<file path="src/rtl/uart_rx.sv">
// -----------------------------------------------------------------------------
// uart_rx -- oversampling 8N1 UART receiver (LSB first).
//
// The serial line is brought into the clock domain through a two-flop
// synchronizer. A prescaler produces one tick per sample slot (OVERSAMPLE
// slots per bit). The start bit is confirmed at its middle, and every later
// bit is sampled one full bit period after the previous sample.
//
// Optional feature: define UART_RX_PARITY_EN to add an even-parity bit
// between the last data bit and the stop bit.
//
// Parameters:
//   CLK_FREQ    system clock frequency in Hz
//   BAUD_RATE   line bit rate
//   OVERSAMPLE  sample ticks per bit (must fit the 4-bit sample counter)
//
// Ports:
//   clk         rising-edge clock
//   rst_n       synchronous active-low reset
//   rxd         asynchronous serial input, idles high
//   data_out    last good byte, held until the next good frame
//   data_valid  one-cycle pulse, data_out carries a new byte
//   frame_err   one-cycle pulse, stop bit sampled low
//   parity_err  one-cycle pulse, parity mismatch (constant 0 without parity)
//   busy        high from an accepted start edge until the stop decision
// -----------------------------------------------------------------------------
module uart_rx #(
    parameter int CLK_FREQ   = 50000000,
    parameter int BAUD_RATE  = 115200,
    parameter int OVERSAMPLE = 16
) (
    input  logic       clk,
    input  logic       rst_n,
    input  logic       rxd,
    output logic [7:0] data_out,
    output logic       data_valid,
    output logic       frame_err,
    output logic       parity_err,
    output logic       busy
);

    localparam int TICK_DIV = CLK_FREQ / (BAUD_RATE * OVERSAMPLE);
    localparam int PW       = (TICK_DIV > 1) ? $clog2(TICK_DIV) : 1;

    localparam logic [PW-1:0] PRESC_LAST = PW'(TICK_DIV - 1);
    localparam logic [3:0]    SAMP_MID   = 4'(OVERSAMPLE / 2 - 1);
    localparam logic [3:0]    SAMP_LAST  = 4'(OVERSAMPLE - 1);

    typedef enum logic [2:0] {
        ST_IDLE   = 3'd0,
        ST_START  = 3'd1,
        ST_DATA   = 3'd2,
        ST_PARITY = 3'd3,
        ST_STOP   = 3'd4
    } state_e;

    state_e          state_q,      state_d;
    logic            sync1_q,      sync1_d;
    logic            sync2_q,      sync2_d;
    logic            rxd_prev_q,   rxd_prev_d;
    logic [PW-1:0]   presc_q,      presc_d;
    logic [3:0]      samp_cnt_q,   samp_cnt_d;
    logic [2:0]      bit_idx_q,    bit_idx_d;
    logic [7:0]      shreg_q,      shreg_d;
    logic [7:0]      data_out_q,   data_out_d;
    logic            data_valid_q, data_valid_d;
    logic            frame_err_q,  frame_err_d;
    logic            busy_q,       busy_d;
`ifdef UART_RX_PARITY_EN
    logic            parity_bit_q, parity_bit_d;
    logic            parity_err_q, parity_err_d;
`endif

    logic rxd_s;
    logic tick;

    assign rxd_s = sync2_q;
    assign tick  = (presc_q == PRESC_LAST);

    always_comb begin
        // NOTE: every _d signal gets a default before the case statement so
        // no path leaves it unassigned and no latch is inferred.
        sync1_d      = rxd;
        sync2_d      = sync1_q;
        rxd_prev_d   = rxd_s;
        state_d      = state_q;
        samp_cnt_d   = samp_cnt_q;
        bit_idx_d    = bit_idx_q;
        shreg_d      = shreg_q;
        data_out_d   = data_out_q;
        data_valid_d = 1'b0;
        frame_err_d  = 1'b0;
        busy_d       = busy_q;
`ifdef UART_RX_PARITY_EN
        parity_bit_d = parity_bit_q;
        parity_err_d = 1'b0;
`endif

        // Prescaler is parked at zero while idle so the first tick of a frame
        // lands a fixed distance after the detected start edge.
        if (state_q == ST_IDLE || tick) begin
            presc_d = '0;
        end else begin
            presc_d = presc_q + 1'b1;
        end

        case (state_q)
            ST_IDLE: begin
                samp_cnt_d = '0;
                bit_idx_d  = '0;
                busy_d     = 1'b0;
                // Only a genuine 1->0 transition arms a frame; a line stuck
                // low (break) never re-triggers.
                if (rxd_prev_q && !rxd_s) begin
                    state_d = ST_START;
                    busy_d  = 1'b1;
                end
            end

            ST_START: begin
                if (tick) begin
                    if (samp_cnt_q == SAMP_MID) begin
                        if (rxd_s) begin
                            // Line went back high before mid-bit: glitch.
                            state_d = ST_IDLE;
                            busy_d  = 1'b0;
                        end else begin
                            state_d    = ST_DATA;
                            samp_cnt_d = '0;
                            bit_idx_d  = '0;
                        end
                    end else begin
                        samp_cnt_d = samp_cnt_q + 4'd1;
                    end
                end
            end

            ST_DATA: begin
                if (tick) begin
                    if (samp_cnt_q == SAMP_LAST) begin
                        samp_cnt_d         = '0;
                        shreg_d[bit_idx_q] = rxd_s;
                        if (bit_idx_q == 3'd7) begin
                            bit_idx_d = '0;
`ifdef UART_RX_PARITY_EN
                            state_d   = ST_PARITY;
`else
                            state_d   = ST_STOP;
`endif
                        end else begin
                            bit_idx_d = bit_idx_q + 3'd1;
                        end
                    end else begin
                        samp_cnt_d = samp_cnt_q + 4'd1;
                    end
                end
            end

`ifdef UART_RX_PARITY_EN
            ST_PARITY: begin
                if (tick) begin
                    if (samp_cnt_q == SAMP_LAST) begin
                        samp_cnt_d   = '0;
                        parity_bit_d = rxd_s;
                        state_d      = ST_STOP;
                    end else begin
                        samp_cnt_d = samp_cnt_q + 4'd1;
                    end
                end
            end
`endif

            ST_STOP: begin
                if (tick) begin
                    if (samp_cnt_q == SAMP_LAST) begin
                        samp_cnt_d = '0;
                        state_d    = ST_IDLE;
                        busy_d     = 1'b0;
                        if (rxd_s) begin
`ifdef UART_RX_PARITY_EN
                            // Even parity: data plus parity bit hold an even
                            // number of ones.
                            if (^{shreg_q, parity_bit_q}) begin
                                parity_err_d = 1'b1;
                            end else begin
                                data_out_d   = shreg_q;
                                data_valid_d = 1'b1;
                            end
`else
                            data_out_d   = shreg_q;
                            data_valid_d = 1'b1;
`endif
                        end else begin
                            frame_err_d = 1'b1;
                        end
                    end else begin
                        samp_cnt_d = samp_cnt_q + 4'd1;
                    end
                end
            end

            default: begin
                // Unused encodings (including PARITY when it is not built).
                state_d    = ST_IDLE;
                samp_cnt_d = '0;
                bit_idx_d  = '0;
                busy_d     = 1'b0;
            end
        endcase
    end

    always_ff @(posedge clk) begin
        if (!rst_n) begin
            // NOTE: the synchronizer resets to 1, the idle line level, so
            // leaving reset while rxd is low is never taken as a start edge.
            sync1_q      <= 1'b1;
            sync2_q      <= 1'b1;
            rxd_prev_q   <= 1'b1;
            state_q      <= ST_IDLE;
            presc_q      <= '0;
            samp_cnt_q   <= '0;
            bit_idx_q    <= '0;
            shreg_q      <= '0;
            data_out_q   <= '0;
            data_valid_q <= 1'b0;
            frame_err_q  <= 1'b0;
            busy_q       <= 1'b0;
`ifdef UART_RX_PARITY_EN
            parity_bit_q <= 1'b0;
            parity_err_q <= 1'b0;
`endif
        end else begin
            // NOTE: sequential state uses non-blocking assignments only, so
            // every flop samples the values from before this edge.
            sync1_q      <= sync1_d;
            sync2_q      <= sync2_d;
            rxd_prev_q   <= rxd_prev_d;
            state_q      <= state_d;
            presc_q      <= presc_d;
            samp_cnt_q   <= samp_cnt_d;
            bit_idx_q    <= bit_idx_d;
            shreg_q      <= shreg_d;
            data_out_q   <= data_out_d;
            data_valid_q <= data_valid_d;
            frame_err_q  <= frame_err_d;
            busy_q       <= busy_d;
`ifdef UART_RX_PARITY_EN
            parity_bit_q <= parity_bit_d;
            parity_err_q <= parity_err_d;
`endif
        end
    end

    assign data_out   = data_out_q;
    assign data_valid = data_valid_q;
    assign frame_err  = frame_err_q;
    assign busy       = busy_q;
`ifdef UART_RX_PARITY_EN
    assign parity_err = parity_err_q;
`else
    assign parity_err = 1'b0;
`endif

endmodule

</file>
<file path="config.mk">
export PLATFORM = sky130hd
export DESIGN_NAME = uart_rx
export DESIGN_NICKNAME = d
export VERILOG_FILES = /design/src/rtl/uart_rx.sv
export SDC_FILE = /design/constraint.sdc
export NUM_CORES = 1
export LEC_CHECK = 0
export ABC_AREA = 1
export CORE_MARGIN = 2
export CORE_UTILIZATION = 57
export CTS_CLUSTER_DIAMETER = 30
export CTS_CLUSTER_SIZE = 30
export DETAILED_ROUTE_END_ITERATION = 10
export GPL_TIMING_DRIVEN = 0
export PLACE_DENSITY = 0.78
export RECOVER_POWER = 50
export SLEW_MARGIN = 20
export SYNTH_ARGS = -nofsm -noshare
export SYNTH_HDL_FRONTEND = slang
export SYNTH_SLANG_ARGS = --single-unit
</file>
<file path="constraint.sdc">
create_clock -name clk -period 4.25 [get_ports clk]
set_input_delay 0.85 -clock clk [delete_from_list [all_inputs] [get_ports clk]]
set_output_delay 0.85 -clock clk [all_outputs]
set_load 0.01 [all_outputs]
</file>
# Word level (Yosys, flattened, before mapping)
# Cells that the tools add are included.
# totals
reg_bits,37
input_bits,3
output_inout_bits,12
elab_cells,88
# classes
n_addsub,3
magnitude_cmp,2
n_eq_ne,19
n_mux,35
bitwise,3
reduce_logical,14
# ops
cell,n
$mux W3,14
$mux W4,5
$ne A2 B2 Y1 const B,9
$pmux W3 S4,1
$reduce_and A6 Y1,2
$mux W1,9
$pmux W3 S3,1
$bwmux W8,1
$pmux W4 S2,1
$reduce_and A4 Y1,2
$reduce_and A8 Y1,1
$eq A3 B3 Y1 const B,2
$reduce_and A3 Y1,2
$add A5 B1 Y5 const B,1
$eq A5 B5 Y1 const B,1
$add A4 B1 Y4 const B,1
$eq A4 B3 Y1 const B,1
$eq A4 B4 Y1 const B,1
$lt A3 B4 Y1 const B,1
$ne A2 B1 Y1 const B,2
$pmux W1 S4,1
$reduce_or A2 Y1,2
$add A3 B1 Y3 const B,1
$demux W1 S3,1
10 further kinds,13

# Depth between registers and ports, before layout
# Gate-level depths: netlist of the first run.
# depth
word_depth,5
depth_mapped,12
depth_no_buf,12

# Least setup slack after synthesis of the first run
# Ideal clock, no wire load.
# synth_path
kind,input to register
start,input rst_n
end,"register data_out_q[3], in the netlist data_out[3]"
setup_time_ns,0.071
arrival_time_ns,1.525
required_time_ns,4.179
path_slack_ns,2.654
path_stages,4
path_buffers,2
cell_sequence,clkbuf_1 clkbuf_1 o21ai_0 a21oi_1
# synth_lines
element,line,source
from (decl),33,"input logic rst_n,"
to (signal assigned),243,data_out_q <= data_out_d;
to (decl),65,"logic [7:0] data_out_q, data_out_d;"

# Worst setup path in the final report of the first run
# layout_path
start,register samp_cnt_q[0]
end,register shreg_q[4]
# layout_between
elab_chain_len,2
# layout_lines
element,line,source
from (decl),62,"logic [3:0] samp_cnt_q, samp_cnt_d;"
from (signal assigned),240,samp_cnt_q <= samp_cnt_d;
$eq A4 B4 Y1,140,if (samp_cnt_q == SAMP_LAST) begin
$reduce_and A3 Y1 (no source line),--,
to (signal assigned),242,shreg_q <= shreg_d;
to (decl),64,"logic [7:0] shreg_q, shreg_d;"
# Every way passes these cells.
# A chain may end at the register's enable or synchronous reset.

==> summary.md, run 1 <==
| Metric | Value |
|---|---|
| Number of enable flip-flop cells after synthesis | `0` |
| Compound-Gate Fraction of Synth Area | `10.7%` |
| Xor and xnor fraction of the mapped netlist area | `0.944%` |
| DR WL/cell | `10.9 µm` |
| Placed cell count | `312` |
| Clk buf depth | `2` |
| Dpl hpwl | `2.60 mm` |
| Top routing layer in use | `met4` |
| Fin Clk Skew | `0.00631 ns` |
| Synth Flop Type | `dfxtp_1` |
| DIE AREA | `3730 µm²` |
| TNS Setup | `0 ns` |
| Synth Area in Adders | `3.37%` |
| Largest family of logic cells by synthesized area | `simple AND/OR/NAND/NOR gates` |
| Drt initial violations | `44` |
| Crit path DAT | `2.45 ns` |
| I/O Buffers | `12` |
| Hold Fails Final Rpt | `0` |
| Slew margin rel. | `64.5%` |
| Routed wl met2 | `1.69 mm` |
| Longest individual stage delay on the worst path | `0.44 ns` |
| Die width | `61.1 µm` |
| Ports | `15` |
| Post-Syn Instances | `256` |
| CTS tree | `yes` |
| Largest net degree at the start of global routing | `12` |
| Hold Path Class | `reg2reg` |
| Fmax | `461 MHz` |
| Synthesis-stage register bit count | `37` |
| CP required | `4.53 ns` |
| Top cells by count, synth | `nand2_1 (53), nor2_1 (38), dfxtp_1 (37)` |
| Via count | `1,622` |
| DR WL met3 | `117 µm` |
| Post-CTS Setup Bufs | `0` |
| Reg clk slew, reported paths | `0.11 ns` |
| Via/cell ratio | `5.07` |
| Cell area after synthesis | `1860 µm²` |
| Nets | `283` |
| Area contributors post-synth | `dfxtp_1 (40%), nand2_1 (11%), nor2_1 (7.7%)` |
| Top Family by Delay on Critical Path | `simple AND/OR/NAND/NOR gates` |
| Num rows | `20` |
| Status | `completed` |
| Total Routed Length | `3.49 mm` |
| Critical setup path kind | `reg2reg` |
| Total GRT Usage | `21.6%` |
| CP max-delay cell | `nor2_1` |
| Leak Pwr | `0.871 nW` |
| CTS sink count | `37` |
| Slew @ Worst Pin | `0.533 ns` |
| Simple-Gate Fraction of Synth Area | `37.8%` |
| CP Capture Type | `flop` |
| Vias in the first global route | `1,354` |
| Crit path time final | `2.17 ns` |
| RSZ-0062 raised after global routing | `false` |
| Syn Nets | `264` |
| Worst path bufs/invs | `0` |
| Max-Cap Viols | `0` |
| Final setup violation count | `0` |
| # diodes | `0` |
| Hold Buf Count CTS | `0` |
| Worst path cell trace | `ha_1 > nand3_1 > nor2_1 > nand3_1 > o21bai_1 > nand2_1 > nor2_1` |
| Die height | `61.1 µm` |
| Sequential fraction of the synthesis area | `39.9%` |
| Leading area contributor after synthesis | `dfxtp_1` |
| DRT antenna net count | `0` |
| Worst vdd ir | `0.320 mV` |
| Depth of the CTS H-tree | `2` |
| Effective utilization at floorplan | `60.3%` |
| CTS Buf Count | `5` |
| Antenna violations before repair | `0` |
| Metal1 wirelength | `1.67 mm` |
| GR Overflow Total | `0` |
| Most common cell in the synthesized netlist | `nand2_1` |
| Layout cells sized above 1 | `10.1%` |
| Syn Area/Cell | `7.25 µm²` |
| Final Instance Count excl. Fillers | `320` |
| Max-slew violations | `0` |
| Post-CTS Resized | `0` |
| Ys Warns | `0` |
| FFs w/ async S/R, synth | `0%` |
| Post-synthesis mux area share | `0%` |
| Router iterations before antenna repair | `4` |
| Share of Yosys cell area claimed by the top area cell type | `39.9%` |
| Pwr per Cell Area | `550 nW/µm²` |
| GPL Wtd Cong | `0.857` |
| CP startpoint kind | `flop` |
| Synth-to-Final Area Change | `11.1%` |
| DRC viols | `0` |
| Post-synth cell types | `26` |
| CTS Root Cell | `clkbuf_4` |
| First-pass GRT wire length | `5.86 mm` |
| Clock Latency Late Sink | `0.34 ns` |
| Crit path max fanout | `8` |
| Final period utilization | `51.0%` |
| Placeable Area | `3080 µm²` |
| Power Total | `0.00113 W` |
## logic make-up after synthesis
logic type / Yosys count
other cells: 1
compound gates: 34
xor+xnor: 2
simple gates: 143
buf+inv: 34
fa+ha+maj: 5
flops: 37
## layout make-up
cell class                      instances  area (µm²)
Fill cell                             284        1020
Multi-Input combinational cell        185         943
Sequential cell                        37         741
Timing Repair Buffer                   12         120
Inverter                               29         109
Clock buffer                            7        65.1
Tap cell                               44        55.1
Buffer                                  5        22.5
Clock inverter                          1        5.00
## per-layer routing
layer	up-vias	global-route usage (%)
li1	865	-
met1	734	29.0
met2	21	32.5
met3	2	5.04
met4	0	10.9
met5	-	0
## where the power goes
| group | total [W] | switching, W | internal, W |
|---|---|---|---|
| combinational | 0.000479 | 0.000317 | 0.000163 |
| sequential | 0.000444 | 0.0000544 | 0.000390 |
| clock | 0.000210 | 0.000114 | 0.0000959 |
## layout by cell type, fill, tap and decap left out, types with 2 or more instances in the layout
cell type,n
nand2_1,56
nor2_1,40
dfxtp_1,37
inv_1,26
nand3_1,16
a21oi_1,12
clkdlybuf4s50_1,12
o21ai_0,11
o21bai_1,10
nor3_1,8
nand2_2,5
nand4_1,5
ha_1,5
clkbuf_4,5
clkbuf_1,4
nand3_2,4
inv_2,3
nor2_2,2
nor2_4,2
or2_2,2
clkbuf_8,2
## metrics by stage
step | util, % | worst slack [ns] | cell area (µm²) | hold WS [ns]
2_1_floorplan | - | 2.65 | 1860 | 0.393
3_3_place_gp | 66.0 | 2.32 | 2030 | 0.404
3_5_place_dp | 66.0 | 2.30 | 2030 | 0.419
4_1_cts | 68.3 | 2.13 | 2100 | 0.446
5_1_grt | 67.0 | 1.84 | 2060 | 0.466
6_report | 67.0 | 2.08 | 2060 | 0.439
## worst paths after layout
check                     start          to  slack [ns]  cells past startpoint
hold reg to reg         sync1_q  rxd_prev_d        0.44                      1
setup reg to reg  samp_cnt_q[0]  shreg_q[4]        2.08                      7
hold / removal          sync1_q  rxd_prev_d        0.44                      1
setup / recovery  samp_cnt_q[0]  shreg_q[4]        2.08                      7
## registers in the layout, indices dropped and copies added, names as in the netlist
| signal | cells |
|---|---|
| state_q | 3 |
| data_out | 8 |
| rxd_prev_d | 1 |
| samp_cnt_q | 4 |
| sync1_q | 1 |
| presc_q | 5 |
| frame_err | 1 |
| bit_idx_q | 3 |
| rxd_prev_q | 1 |
| shreg_q | 8 |
| busy | 1 |
| data_valid | 1 |
Note: power is estimated with default switching activity, not from simulation.
==> run 2, diff against run 1 <==
--- a/config.mk
+++ b/config.mk
@@ -7,12 +7,12 @@
 export LEC_CHECK = 0
 export ABC_AREA = 1
 export CORE_MARGIN = 2
-export CORE_UTILIZATION = 57
+export CORE_UTILIZATION = 51
 export CTS_CLUSTER_DIAMETER = 30
 export CTS_CLUSTER_SIZE = 30
 export DETAILED_ROUTE_END_ITERATION = 10
 export GPL_TIMING_DRIVEN = 0
-export PLACE_DENSITY = 0.78
+export PLACE_DENSITY = 0.74
 export RECOVER_POWER = 50
 export SLEW_MARGIN = 20
 export SYNTH_ARGS = -nofsm -noshare
==> constraint.sdc (replaced) <==
create_clock -name clk -period 1.8 [get_ports clk]
set_input_delay 0.36 -clock clk [delete_from_list [all_inputs] [get_ports clk]]
set_output_delay 0.36 -clock clk [all_outputs]
set_load 0.01 [all_outputs]
==> run 2 against run 1 <==
  * Register-to-register slack worse by 1.9 ns
  * First-iteration DRC count increased by 86%
  * Final cell count grew 0.63%
  * Worst hold slack got worse by 0.052 ns
  * Non-clock buffer count is the same
  * Sequential power rose by 140%
  * Via count is 1.3% lower
  * Critical path type is now reg2out
  * Largest cell class unchanged
  * Largest power group unchanged
==> summary.md, run 2 (synthesis results as in run 1) <==
| Metric | Value |
|---|---|
| Effective utilization at floorplan | `54.3%` |
| Final period utilization | `92.0%` |
| DP Worst Slack | `0.0652 ns` |
| Hold Fails Final Rpt | `0` |
| First-pass GRT wire length | `6.18 mm` |
| GPL Wtd Cong | `0.796` |
| Reg2Reg Setup Slack | `0.16 ns` |
| Die height | `64.3 µm` |
| Synth-to-Final Area Change | `13.0%` |
| Clk buf depth | `2` |
| Most frequent cells in the layout | `nand2_1 (53), nor2_1 (38), dfxtp_1 (36)` |
| CP startpoint kind | `flop` |
| Placed cell areas | `2030 µm²` |
| DRC viols | `0` |
| Combinational Power Share | `43.6%` |
| DR WL/cell | `10.7 µm` |
| Router iterations before antenna repair | `4` |
| Status | `completed` |
| Design Area, Final | `2100 µm²` |
| Grt peak-use layer | `met2` |
| Clock Latency Late Sink | `0.34 ns` |
| Dpl hpwl | `2.55 mm` |
| Final Instance Count excl. Fillers | `322` |
| Placed cell count | `314` |
| Drt initial violations | `82` |
| Reg clk slew, reported paths | `0.12 ns` |
| Nets | `283` |
| Pint | `0.00151 W` |
| Via count | `1,601` |
| CP max-delay cell | `dlygate4sd3_1` |
| R2r startpoint | `samp_cnt_q[1]` |
| TNS Setup | `0 ns` |
| # diodes | `0` |
| Critical setup path kind | `reg2out` |
| Fin Clk Skew | `0.00776 ns` |
| Max-slew violations | `0` |
| RSZ-0062 raised after global routing | `false` |
| Most common cell after layout, fill and taps aside | `nand2_1` |
| GR Overflow Total | `0` |
| Crit path DAT | `1.30 ns` |
| CTS tree | `yes` |
| Total Routed Length | `3.45 mm` |
| Via/cell ratio | `4.97` |
| Worst path bufs/invs | `1` |
| Top Family by Delay on Critical Path | `buffers and inverters` |
| Fin Hold WS | `0.387 ns` |
| Placeable Area | `3420 µm²` |
| Min-Delay Endpoint | `rxd_prev_q` |
| Depth of the CTS H-tree | `2` |
| Ports | `15` |
| Crit path max fanout | `2` |
| Reg2reg end | `data_out[5]` |
| CTS Root Cell | `clkbuf_4` |
| Net Sw Frac | `44.0%` |
| Layout cells sized above 1 | `13.8%` |
| Hold Buf Count CTS | `0` |
| CP required | `1.44 ns` |
| DIE AREA | `4140 µm²` |
| Pwr per Cell Area | `1290 nW/µm²` |
| M1 GR Usage | `22.1%` |
| Final setup margin | `0.144 ns` |
| CTS sink count | `37` |
| Grt met3 use | `6.34%` |
| Post-CTS Setup Bufs | `0` |
| Worst vdd ir | `0.659 mV` |
| Total GRT Usage | `19.2%` |
| Worst path cell trace | `dlygate4sd3_1` |
| Vias in the first global route | `1,494` |
| Antenna violations before repair | `0` |
| DRT antenna net count | `0` |
| I/O Buffers | `12` |
| Final setup violation count | `0` |
| CP Capture Type | `primary output` |
| Die width | `64.3 µm` |
| Hold Path Stages | `2` |
| Reg2Reg Depth | `6` |
| Fmax | `604 MHz` |
| Sequential cell fraction of total power | `38.9%` |
| Max-Cap Viols | `0` |
| Largest net degree at the start of global routing | `13` |
| Hold Path Class | `in2reg` |
| Met2 usage | `32.4%` |
| Leak Pwr | `0.900 nW` |
| Hold Path Origin | `rst_n` |
| Num rows | `21` |
| P_sw | `0.00119 W` |
| Longest individual stage delay on the worst path | `0.61 ns` |
| Clock power frac | `17.5%` |
| CTS Buf Count | `5` |
| Crit path time final | `1.66 ns` |
-- run 2: cell types whose count changed in the layout (fill, tap and decap cells not counted), sizes merged --
cell	before	now
clkinv	1	2
clkdlybuf4s50	12	3
clkbuf	11	10
dlygate4sd3	0	9
-- run 2: cell type report --
class | count | area (µm²)
flip-flops and latches | 37 | 742
plain buffers | 5 | 22.5
well taps | 46 | 57.6
inverters | 29 | 109
clock buffers | 6 | 51.3
repair buffers | 12 | 120
multi-input cells | 185 | 981
clock inverters | 2 | 13.8
fillers | 334 | 1320
-- run 2: power by group through the flow --
stage / clock network (W) / registers (W) / logic (W)
finish: 0.000472 / 0.00105 / 0.00118
detailed placement: 0 / 0.00107 / 0.00118
CTS: 0.000483 / 0.00105 / 0.00119
global placement: 0 / 0.00106 / 0.00116
floorplan: 0 / 0.00105 / 0.000970
global route: 0.000524 / 0.00107 / 0.00139
-- run 2: how the worst max path moves through the flow --
stage	startpoint	endpoint	depth (start not counted)
finish	data_out[0]	data_out[0]	1
global route	samp_cnt_q[1]	data_out[5]	6
CTS	samp_cnt_q[0]	data_out[0]	6
detailed placement	samp_cnt_q[0]	data_out[5]	6
global placement	samp_cnt_q[0]	data_out[6]	6
floorplan	samp_cnt_q[0]	data_out[0]	6
-- run 2: per-layer routing --
| layer | up-vias | wire length, µm |
|---|---|---|
| met5 | - | 0 |
| met4 | 0 | 52 |
| met3 | 5 | 117 |
| met2 | 23 | 1600 |
| met1 | 711 | 1680 |
| li1 | 862 | - |
-- run 2: worst register-to-register path, delay by kind of cell, from the launching register on --
family                     cells  cell delay (ns)
and+or+nand+nor                3             0.62
DFF                            1             0.40
AOI/OAI and AO/OA              2             0.28
adders and majority gates      1             0.24
-- run 2: timing repair --
| item | CTS | global route |
|---|---|---|
| hold endpoints to repair | 0 | 0 |
| endpoints found under the setup margin | 0 | 21 |
| gates resized for setup | 0 | 3 |
-- run 2: stage by stage --
stage | power, W | util, %
4_1_cts | 0.00272 | 61.4
3_3_place_gp | 0.00223 | 59.5
3_5_place_dp | 0.00225 | 59.5
5_1_grt | 0.00298 | 61.4
6_report | 0.00270 | 61.4
2_1_floorplan | 0.00202 | -
